[src/rtl/uart_pkg.sv]
// ============================================================================
// uart_pkg : shared UART constants and the transmit-arbiter state encoding
// Revision : 1.0
// ============================================================================
`default_nettype none

package uart_pkg;

   localparam int UART_DATA_W = 8;

   typedef enum logic [1:0] {
      ST_IDLE      = 2'd0,
      ST_SEND      = 2'd1,
      ST_WAIT_BUSY = 2'd2,
      ST_WAIT_DONE = 2'd3
   } arb_state_t;

endpackage

`default_nettype wire

[src/rtl/rr_pick.sv]
// ============================================================================
// rr_pick : round-robin pick, first asserted request after 'last' (wrapping)
// Revision : 1.0
// ============================================================================
`default_nettype none

module rr_pick #(
   parameter int NREQ = 4,
   parameter int IW   = $clog2(NREQ)
) (
   input  logic [NREQ-1:0] req,
   input  logic [IW-1:0]   last,
   output logic            valid,
   output logic [IW-1:0]   idx
);

   logic [IW-1:0] w_cand;

   // Walk from the farthest offset down so the nearest hit after 'last' wins.
   always_comb begin
      valid  = 1'b0;
      idx    = '0;
      w_cand = '0;
      for (int k = NREQ; k >= 1; k--) begin
         w_cand = IW'((int'(last) + k) % NREQ);
         if (req[w_cand]) begin
            valid = 1'b1;
            idx   = w_cand;
         end
      end
   end

endmodule

`default_nettype wire

[src/rtl/uart_tx_arbiter.sv]
// ============================================================================
// uart_tx_arbiter : round-robin sharing of one 8N1 transmitter among NREQ producers
// Revision : 1.0
// ============================================================================
`default_nettype none

module uart_tx_arbiter
   import uart_pkg::*;
#(
   parameter int NREQ = 4,
   parameter int IW   = $clog2(NREQ)
) (
   input  logic                        clk,
   input  logic                        rst,
   input  logic [NREQ-1:0]             req,
   input  logic [UART_DATA_W*NREQ-1:0] req_data,
   output logic [NREQ-1:0]             ack,
   output logic [IW-1:0]               grant_id,
   output logic                        busy,
   output logic                        senddata,
   output logic [UART_DATA_W-1:0]      txbyte,
   input  logic                        txdone
);

   arb_state_t             r_state, w_state_nx;
   logic [IW-1:0]          r_last, w_last_nx;
   logic [IW-1:0]          r_grant_id, w_grant_nx;
   logic [NREQ-1:0]        r_ack, w_ack_nx;
   logic                   r_senddata, w_senddata_nx;
   logic                   r_busy;
   logic [UART_DATA_W-1:0] r_txbyte, w_txbyte_nx;
   logic                   w_pick_valid;
   logic [IW-1:0]          w_pick_idx;

   rr_pick #(.NREQ(NREQ), .IW(IW)) u_pick (
      .req   (req),
      .last  (r_last),
      .valid (w_pick_valid),
      .idx   (w_pick_idx)
   );

   always_ff @(posedge clk) begin
      if (rst) r_state <= ST_IDLE;
      else     r_state <= w_state_nx;
   end

   always_comb begin
      w_state_nx    = r_state;
      w_last_nx     = r_last;
      w_grant_nx    = r_grant_id;
      w_txbyte_nx   = r_txbyte;
      w_ack_nx      = '0;
      w_senddata_nx = 1'b0;
      case (r_state)
         ST_IDLE: begin
            if (txdone && w_pick_valid) begin
               w_state_nx    = ST_SEND;
               w_senddata_nx = 1'b1;
               w_grant_nx    = w_pick_idx;
               w_last_nx     = w_pick_idx;
               for (int i = 0; i < NREQ; i++) begin
                  if (w_pick_idx == IW'(i)) begin
                     w_ack_nx[i] = 1'b1;
                     w_txbyte_nx = req_data[UART_DATA_W*i +: UART_DATA_W];
                  end
               end
            end
         end
         ST_SEND:      w_state_nx = ST_WAIT_BUSY;
         // txdone still high here means the transmitter has not latched yet.
         ST_WAIT_BUSY: if (!txdone) w_state_nx = ST_WAIT_DONE;
         ST_WAIT_DONE: if (txdone)  w_state_nx = ST_IDLE;
         default:      w_state_nx = ST_IDLE;
      endcase
   end

   always_ff @(posedge clk) begin
      if (rst) begin
         r_last     <= IW'(NREQ - 1);
         r_grant_id <= '0;
         r_txbyte   <= '0;
         r_ack      <= '0;
         r_senddata <= 1'b0;
         r_busy     <= 1'b0;
      end else begin
         r_last     <= w_last_nx;
         r_grant_id <= w_grant_nx;
         r_txbyte   <= w_txbyte_nx;
         r_ack      <= w_ack_nx;
         r_senddata <= w_senddata_nx;
         r_busy     <= (w_state_nx != ST_IDLE);
      end
   end

   assign ack      = r_ack;
   assign grant_id = r_grant_id;
   assign busy     = r_busy;
   assign senddata = r_senddata;
   assign txbyte   = r_txbyte;

endmodule

`default_nettype wire

[config.mk]
export PLATFORM = sky130hd
export DESIGN_NAME = uart_tx_arbiter
export DESIGN_NICKNAME = d
export VERILOG_FILES = /design/src/rtl/uart_pkg.sv /design/src/rtl/rr_pick.sv /design/src/rtl/uart_tx_arbiter.sv
export SDC_FILE = /design/constraint.sdc
export NUM_CORES = 1
export LEC_CHECK = 0
export CAP_MARGIN = 20
export CELL_PAD_IN_SITES_DETAIL_PLACEMENT = 0
export CELL_PAD_IN_SITES_GLOBAL_PLACEMENT = 1
export CORE_UTILIZATION = 46
export CTS_BUF_LIST = sky130_fd_sc_hd__clkbuf_4 sky130_fd_sc_hd__clkbuf_8
export DETAILED_ROUTE_END_ITERATION = 6
export DONT_BUFFER_PORTS = 1
export PLACE_DENSITY = 0.88
export SYNTH_ARGS = -nofsm -noshare
export SYNTH_HDL_FRONTEND = slang
export SYNTH_SLANG_ARGS = --single-unit
export TNS_END_PERCENT = 10
[constraint.sdc]
create_clock -name clk -period 1.6 [get_ports clk]
set_input_delay 0.32 -clock clk [delete_from_list [all_inputs] [get_ports clk]]
set_output_delay 0.32 -clock clk [all_outputs]
set_load 0.01 [all_outputs]
Yosys cells after proc, flatten, opt, wreduce, memory -nomap -nowiden
Cells that the tools add are included.
{ "word_totals": {"out_inout_bits": 16, "ff_bits": 20, "input_bits": 39} }
{ "classes": {"n_eq_ne": 6, "n_addsub": 4, "mux": 29, "n_bitwise": 2, "order_cmp": 4, "reduce_logical": 9} }
{ "ops": {"columns": ["op", "n"], "rows": [
  ["two-way mux 8 bit", 4],
  ["two-way mux 2 bit", 7],
  ["two-way mux 1 bit", 13],
  ["< comparator 2 x 3 -> 1 bit (second input constant)", 4],
  ["binary-select mux 1 bit (select 2 bit)", 4],
  ["equality test 2 bit (second input constant)", 4],
  ["one-hot mux 2 bit (4 select lines)", 1],
  ["adder 2 x 1 -> 2 bit (second input constant)", 2],
  ["adder 2 bit (second input constant)", 2],
  ["equality test 2 x 1 -> 1 bit (second input constant)", 2],
  ["zero test 2 bit", 2],
  ["nonzero test 4 bit", 1],
  ["AND reduction 3 bit", 1],
  ["OR reduction 3 bit", 1],
  ["inverter 1 bit", 2],
  ["AND reduction 2 bit", 1],
  ["nonzero test 2 bit", 1],
  ["OR reduction 2 bit", 1],
  ["logical AND 1 bit", 1]
]} }

Logic depth before layout (Yosys ltp)
Gate-level depths: netlist of run 1.
{ "depth": {"ltp_word": 12, "ltp_mapped": 6, "depth_no_buf": 5} }

By module
A second synthesis of run 1 with hierarchy kept.
{ "unflattened": {"hier_cells": 97, "area_unflattened_um2": 965.9} }
{ "by_module_without_submodules": {"columns": ["module", "cells_per_inst", "n_inst", "area_per_inst_um2"], "rows": [
  ["uart_tx_arbiter", 83, 1, 874.6],
  ["rr_pick", 14, 1, 91.3]
]} }

Worst setup path after synthesis of run 1
No wires, ideal clock.
{ "synth_timing": {"path_type": "reg-to-reg", "start": "reg r_last[0]", "end": "reg r_txbyte[3] (netlist: txbyte[3])", "synth_period_minus_slack_ns": 1.387, "required_time_ns": 1.467, "setup_time_ns": 0.133, "arrival_time_ns": 1.253, "n_path_buf": 1, "path_slack_ns": 0.213, "stages_incl_launch_ff": 7, "cell_sequence": "dfxtp_1 and2b_1 o21ai_2 o311ai_4 buf_4 mux2i_1 o221ai_1"} }
{ "synth_between": {"elab_chain_cells": 11} }
{ "synth_lines": {"columns": ["item", "line", "text"], "rows": [
  ["start: declaration", "uart_tx_arbiter.sv:26", "logic [IW-1:0] r_last, w_last_nx;"],
  ["start signal: assignment", "uart_tx_arbiter.sv:79", "r_last <= IW'(NREQ - 1);"],
  ["start signal: assignment", "uart_tx_arbiter.sv:86", "r_last <= w_last_nx;"],
  ["adder 2 x 1 -> 2 bit", "rr_pick.sv:25", "w_cand = IW'((int'(last) + k) % NREQ);"],
  ["binary-select mux 1 bit (select 2 bit)", "rr_pick.sv:26", "if (req[w_cand]) begin"],
  ["two-way mux 1 bit (implied by the code)", "rr_pick.sv:26", null],
  ["two-way mux 2 bit (4 in a row)", "rr_pick.sv:26", null],
  ["equality test 2 x 1 -> 1 bit", "uart_tx_arbiter.sv:62", "if (w_pick_idx == IW'(i)) begin"],
  ["two-way mux 8 bit (3 in a row)", "uart_tx_arbiter.sv:62", null],
  ["end signal: assignment", "uart_tx_arbiter.sv:88", "r_txbyte <= w_txbyte_nx;"],
  ["end: declaration", "uart_tx_arbiter.sv:31", "logic [UART_DATA_W-1:0] r_txbyte, w_txbyte_nx;"]
]} }
Several ways; a longest one is shown, not always the timed one. The select of a mux whose other input is x is not followed.
A chain may end at the register's enable or synchronous reset.

Worst setup path in the final report of run 1
Ends and elaborated chain as after synthesis.

==> impl_metrics.py, run 1 <==
metrics = {
    "status": {
        "outcome": "complete, no violations",
    },
    "synthesis": {
        "postSynthAreaPerCell_sq_um": 10.2,
        "syn_nets": 135,
        "ys_warn_count": 0,
        "ys_seq_area_share_pct": 40.7,
        "netlist_instances": 96,
        "synth_cell_types": 27,
        "async_reset_ff_share_pct": 0,
        "synthesis.area_sq_um": 983,
        "synth-seq-cells": 20,
        "synth-edff-count": 0,
        "ys.flop_type": "dfxtp_1",
    },
    "run": {
        "maxCapViolCount": 0,
    },
    "clock_tree": {
        "hold_buffers": 0,
        "clock_path_buffers": 2,
        "root_buffer": "clkbuf_4",
        "numCtsBuffers": 3,
        "htreeDepth": 1,
        "clock_sinks": 20,
        "path_clk_slew_ps": 120,
        "cts_tree": "built",
        "clock_latency_ps": 310,
    },
    "grt": {
        "grt_antenna_before_repair": 0,
        "grt.met1_usage_pct": 22.6,
        "gr-max-usage-layer": "met2",
        "grt_max_degree": 20,
        "grt_util_met3_pct": 5.56,
        "gr-total-overflow": 0,
        "grtUsageTotal_pct": 17.6,
        "grt_pass1_vias": 606,
        "met2_usage_pct": 25.9,
        "grt_pass1_wl_microns": 2720,
    },
    "routing": {
        "dr.first_iter.drc_count": 10,
        "dr.pass1.iters": 4,
        "num_vias": 751,
        "routed_via_density": 5.96,
        "wl_per_cell_microns": 15.3,
        "drc": 0,
        "wl_microns": 1930,
        "ant_nets": 0,
    },
    "sta": {
        "finalSetupViolCount": 0,
        "period_minus_slack_ps": 1470,
        "worst_pin_slew_ps": 359,
        "maxSlewViolCount": 0,
        "skew_ps": 13.0,
        "period_share_pct": 91.6,
        "final_hold_viol_count": 0,
        "slew_headroom_pct": 75.9,
        "grt_setup_unrepaired": "false",
        "holdWs_ps": 59.0,
        "timing.fmax_ghz": 0.683,
    },
    "placed_design": {
        "port_buffers": 0,
        "hpwl_microns": 1410,
        "place.gp.congestion": 0.769,
        "place_inst": 121,
    },
    "hold_path": {
        "hold_path_startpoint": "rst",
        "min-delay-path-class": "input pin to flop",
        "hold_end": "grant_id[1]$_SDFFE_PP0P_",
        "hold_depth": 1,
    },
    "worst_setup_path": {
        "end_kind": "flop",
        "critical_path_arrival_ps": 1660,
        "r2r_start": "r_last[0]$_SDFFE_PP1P_",
        "slowest_stage": "dfxtp_2",
        "critPathKind": "flop to flop",
        "start_kind": "flop",
        "required_ps": 1800,
        "r2r-end": "txbyte[3]$_SDFFE_PP0P_",
        "ff2ff_path_depth": 6,
        "cp_max_fo": 19,
        "crit_path_cell_trace": "and2b_1 -> o21ai_2 -> o311ai_4 -> buf_12 -> mux2i_1 -> o221ai_1",
        "rrSetupSlack_ps": 140,
        "slowest_delay_ps": 340,
    },
    "die": {
        "dieArea_sq_um": 2330,
        "core_area_sq_um": 1980,
        "row_count": 16,
        "die_w_microns": 48.2,
        "fp.dieH_microns": 48.2,
        "top_level_ports": 55,
        "initial_core_util_pct": 49.6,
    },
    "power": {
        "leakage_nw": 0.439,
        "p_total_mw": 1.25,
        "p_per_area_nw_per_um2": 1140,
        "ir_drop_uv": 888,
    },
    "cells_and_area": {
        "utilization_pct": 55.1,
        "fillers": 189,
        "nets": 139,
        "drive_above_1_share_pct": 19.2,
        "area_growth_syn_to_layout_pct": 10.9,
        "diodes": 0,
        "final_cells": 126,
    },
}
==> cell usage after synthesis, drive strengths merged (2+ instances only) <==
| master | n | area (sq um) |
|---|---|---|
| mux2i | 16 | 160 |
| nand2b | 3 | 28.8 |
| nor3 | 3 | 15.0 |
| dfxtp | 20 | 400 |
| buf | 4 | 31.3 |
| nand3b | 8 | 60.1 |
| nor2 | 11 | 43.8 |
| nand2 | 4 | 17.5 |
| o21ai | 2 | 17.5 |
| a21oi | 4 | 20.0 |
| o221ai | 8 | 70.1 |
| and2b | 2 | 15.0 |
| nor2b | 3 | 18.8 |
==> area by class of cell <==
class / count / area, sq um / area share, %
clock buffers: 3 / 22.5 / 2.06
clock inverters: 1 / 30.0 / 2.75
inverters: 1 / 3.75 / 0.344
multi-input cells: 70 / 557 / 51.0
flip-flops and latches: 20 / 402 / 36.8
well taps: 27 / 33.8 / 3.10
repair buffers: 4 / 42.5 / 3.90
==> power breakdown <==
part	switching (mW)	internal (mW)	leakage (nW)
Sequential	0.0480	0.547	0.164
Clock	0.159	0.253	0.0279
Combinational	0.117	0.124	0.247
Total	0.324	0.924	0.439
==> through the flow <==
step           TNS, ps  setup slack [ps]  instance area (sq um)
3_5_place_dp     -2160              -244                   1000
5_1_grt              0              21.4                   1090
3_3_place_gp     -1660              -185                   1000
4_1_cts              0              75.0                   1080
6_report             0               135                   1090
2_1_floorplan        0               213                    983
==> worst max-delay path: cells and delay by family (launching register included) <==
kind,cells,cell delay (ps)
simple gates,1,220
mux,1,160
compound gates,3,450
flops,1,340
buf+inv,1,180
==> sequential cells by signal, indices dropped and copies added (netlist names) <==
| register | cells |
|---|---|
| grant_id | 2 |
| ack | 4 |
| r_state | 2 |
| busy | 1 |
| txbyte | 8 |
| senddata | 1 |
| r_last | 2 |
==> placed cells by master, fill, tap and decap left out <==
cell,count
clkbuf_4,3
o41ai_2,1
o21bai_1,1
and2b_1,2
dfxtp_1,19
buf_4,3
inv_1,1
o221ai_1,8
buf_12,1
o311ai_4,1
a211oi_4,1
nand2b_1,1
nand2_1,3
a31o_2,1
dfxtp_2,1
nor2_2,1
nand2b_4,2
a21oi_1,4
bufinv_16,1
nor3_1,3
nor2_1,10
nand3b_1,8
nor2b_1,3
and3_1,1
mux2i_1,16
nand2_2,1
o21ai_2,2
==> kinds of logic after synthesis <==
logic type / count (synthesis) / share of synthesized area, %
AO/OA/AOI/OAI: 19 / 18.2
buffers and inverters: 6 / 3.94
flip-flops: 20 / 40.7
multiplexers: 16 / 16.3
AND/OR/NAND/NOR: 35 / 20.9
==> repair_timing <==
| action | CTS | global route |
|---|---|---|
| endpoints found under the setup margin | 5 | 8 |
| resized for setup | 0 | 3 |
| setup buffers | 1 | 0 |
| pin swaps | 1 | 1 |
==> metal layers <==
layer / wire, microns / vias up
met2: 897 / 40
met1: 821 / 347
met5: 0 / -
met3: 170 / 4
li1: - / 360
met4: 35 / 0
==> worst max-delay path by stage <==
stage	end	startpoint	slack, ps	cells past startpoint
after CTS	txbyte[3]$_SDFFE_PP0P_	r_last[0]$_SDFFE_PP1P_	70	5
after global placement	txbyte[2]$_SDFFE_PP0P_	req[2]	-180	3
after detailed placement	txbyte[3]$_SDFFE_PP0P_	req[3]	-240	4
after floorplan	txbyte[3]$_SDFFE_PP0P_	r_last[0]$_SDFFE_PP1P_	210	6
final	txbyte[3]$_SDFFE_PP0P_	r_last[0]$_SDFFE_PP1P_	140	6
after global routing	txbyte[2]$_SDFFE_PP0P_	r_last[0]$_SDFFE_PP1P_	20	6
(Power assumes the default switching activity.)
==> run 2, diff against run 1 <==
Settings changed: CORE_UTILIZATION 46 to 41, PLACE_DENSITY 0.88 to 0.8.
Clock period 1.6 ns to 1.74 ns, I/O delays scaled along.
==> impl_metrics.py, run 2 (synthesis results as in run 1) <==
metrics = {
    "run": {
        "maxCapViolCount": 0,
    },
    "routing": {
        "wl_per_cell_microns": 15.1,
        "routed_via_density": 5.79,
        "wl_microns": 1900,
        "dr.pass1.iters": 6,
        "ant_nets": 0,
        "drc": 0,
        "num_vias": 729,
        "dr.first_iter.drc_count": 8,
    },
    "grt": {
        "grt_max_degree": 16,
        "grt_pass1_wl_microns": 3090,
        "gr-total-overflow": 0,
        "grt_util_met3_pct": 5.06,
        "gr-max-usage-layer": "met2",
        "grtUsageTotal_pct": 15.8,
        "grt_pass1_vias": 691,
        "met2_usage_pct": 26.1,
        "grt_antenna_before_repair": 0,
        "grt.met1_usage_pct": 18.6,
    },
    "cells_and_area": {
        "nets": 138,
        "final_cell_mix": "dfxtp_1 (20), mux2i_1 (16), nor2_1 (10)",
        "fillers": 216,
        "diodes": 0,
        "drive_above_1_share_pct": 17.3,
        "area_growth_syn_to_layout_pct": 7.63,
        "largest_reg_flops": 8,
        "layout_commonest_cell": "dfxtp_1",
        "design_area_sq_um": 1060,
    },
    "worst_setup_path": {
        "r2r_start": "r_last[0]$_SDFFE_PP1P_",
        "critical_path_arrival_ps": 1710,
        "end_kind": "flop",
        "cp_max_fo": 12,
        "ff2ff_path_depth": 6,
        "rrSetupSlack_ps": 210,
        "slowest_delay_ps": 360,
        "slowest_stage": "dfxtp_1",
        "critPathKind": "flop to flop",
        "crit_path_cell_trace": "and2b_1 -> o21ai_2 -> o311ai_4 -> buf_4 -> mux2i_1 -> o221ai_1",
        "r2r-end": "txbyte[2]$_SDFFE_PP0P_",
        "required_ps": 1920,
        "start_kind": "flop",
    },
    "die": {
        "die_w_microns": 51.0,
        "core_area_sq_um": 2230,
        "row_count": 17,
        "top_level_ports": 55,
        "initial_core_util_pct": 44.0,
        "fp.dieH_microns": 51.0,
        "dieArea_sq_um": 2600,
    },
    "power": {
        "p_per_area_nw_per_um2": 1060,
        "leakage_nw": 0.426,
        "ir_drop_uv": 668,
    },
    "sta": {
        "timing.fmax_ghz": 0.656,
        "maxSlewViolCount": 0,
        "slew_headroom_pct": 74.3,
        "period_share_pct": 87.7,
        "final_hold_viol_count": 0,
        "worst_pin_slew_ps": 382,
        "skew_ps": 2.43,
        "finalSetupViolCount": 0,
        "setup_tns_ps": 0,
        "period_minus_slack_ps": 1530,
        "grt_setup_unrepaired": "false",
    },
    "clock_tree": {
        "cts_tree": "built",
        "cts_resized": 0,
        "hold_buffers": 0,
        "root_buffer": "clkbuf_4",
        "postCtsSetupBuffers": 0,
        "htreeDepth": 1,
        "clock_path_buffers": 2,
        "clock_sinks": 20,
        "clock_latency_ps": 290,
        "numCtsBuffers": 3,
        "path_clk_slew_ps": 110,
    },
    "hold_path": {
        "min-delay-path-class": "input pin to flop",
        "hold_depth": 1,
        "hold_path_startpoint": "rst",
        "hold_end": "r_state[0]$_SDFF_PP0_",
    },
    "placed_design": {
        "placed_cell_area_sq_um": 1010,
        "hpwl_microns": 1490,
        "port_buffers": 0,
        "place.gp.congestion": 0.783,
    },
    "status": {
        "outcome": "complete, no violations",
    },
}
run 2: cell types whose count changed in the layout (fill, tap and decap cells not counted):
| cell | before | now |
|---|---|---|
| buf_12 | 1 | 0 |
| nand2b_2 | 0 | 1 |
| dfxtp_1 | 19 | 20 |
| nand2b_4 | 2 | 1 |
| a211oi_2 | 0 | 1 |
| a211oi_4 | 1 | 0 |
| dfxtp_2 | 1 | 0 |
run 2: per-stage QoR:
step / setup WS [ps] / utilization, % / instances / power [mW] / hold WS [ps]
2_1_floorplan: 351 / - / 96 / 0.732 / 441
3_3_place_gp: 228 / 45.0 / 122 / 0.761 / 419
3_5_place_dp: 189 / 45.0 / 122 / 0.765 / 421
4_1_cts: 192 / 47.4 / 126 / 1.13 / 94.8
5_1_grt: 108 / 47.4 / 126 / 1.18 / 93.1
6_report: 215 / 47.4 / 126 / 1.12 / 109
run 2: where the power goes:
part	internal [mW]	switching, mW	leakage [nW]	total, mW
Combinational	0.101	0.103	0.234	0.204
Clock	0.233	0.139	0.0279	0.372
Sequential	0.502	0.0447	0.164	0.547
run 2: worst max path at each step:
stage	startpoint	endpoint	slack [ps]	cells past startpoint
after floorplan	req[1]	txbyte[3]$_SDFFE_PP0P_	350	6
after global placement	req[2]	txbyte[6]$_SDFFE_PP0P_	230	5
after detailed placement	req[2]	txbyte[3]$_SDFFE_PP0P_	190	5
after CTS	r_last[0]$_SDFFE_PP1P_	txbyte[2]$_SDFFE_PP0P_	190	6
after global routing	r_last[0]$_SDFFE_PP1P_	txbyte[3]$_SDFFE_PP0P_	110	5
final	r_last[0]$_SDFFE_PP1P_	txbyte[2]$_SDFFE_PP0P_	210	6
run 2: final cells by class:
class,count,area (sq um),share of cell area (%)
Multi-Input combinational cell,70,544,51.4
Sequential cell,20,400,37.8
Tap cell,28,35.0,3.31
Clock inverter,1,30.0,2.84
Clock buffer,3,22.5,2.13
Timing Repair Buffer,3,22.5,2.13
Inverter,1,3.75,0.355
run 2: routing by layer:
| layer | wire (microns) | share of wire (%) | up-vias |
|---|---|---|---|
| met3 | 170 | 8.9 | 2 |
| met4 | 15 | 0.79 | 0 |
| met5 | 0 | 0 | - |
| li1 | - | - | 358 |
| met1 | 794 | 42 | 337 |
| met2 | 922 | 48 | 32 |
run 2: worst max-delay path: cells and delay by family, from the launching register on:
| family | cells | cell delay, ps |
|---|---|---|
| AOI/OAI and AO/OA | 3 | 440 |
| buffers and inverters | 1 | 210 |
| DFF | 1 | 360 |
| muxes | 1 | 190 |
| and+or+nand+nor | 1 | 210 |
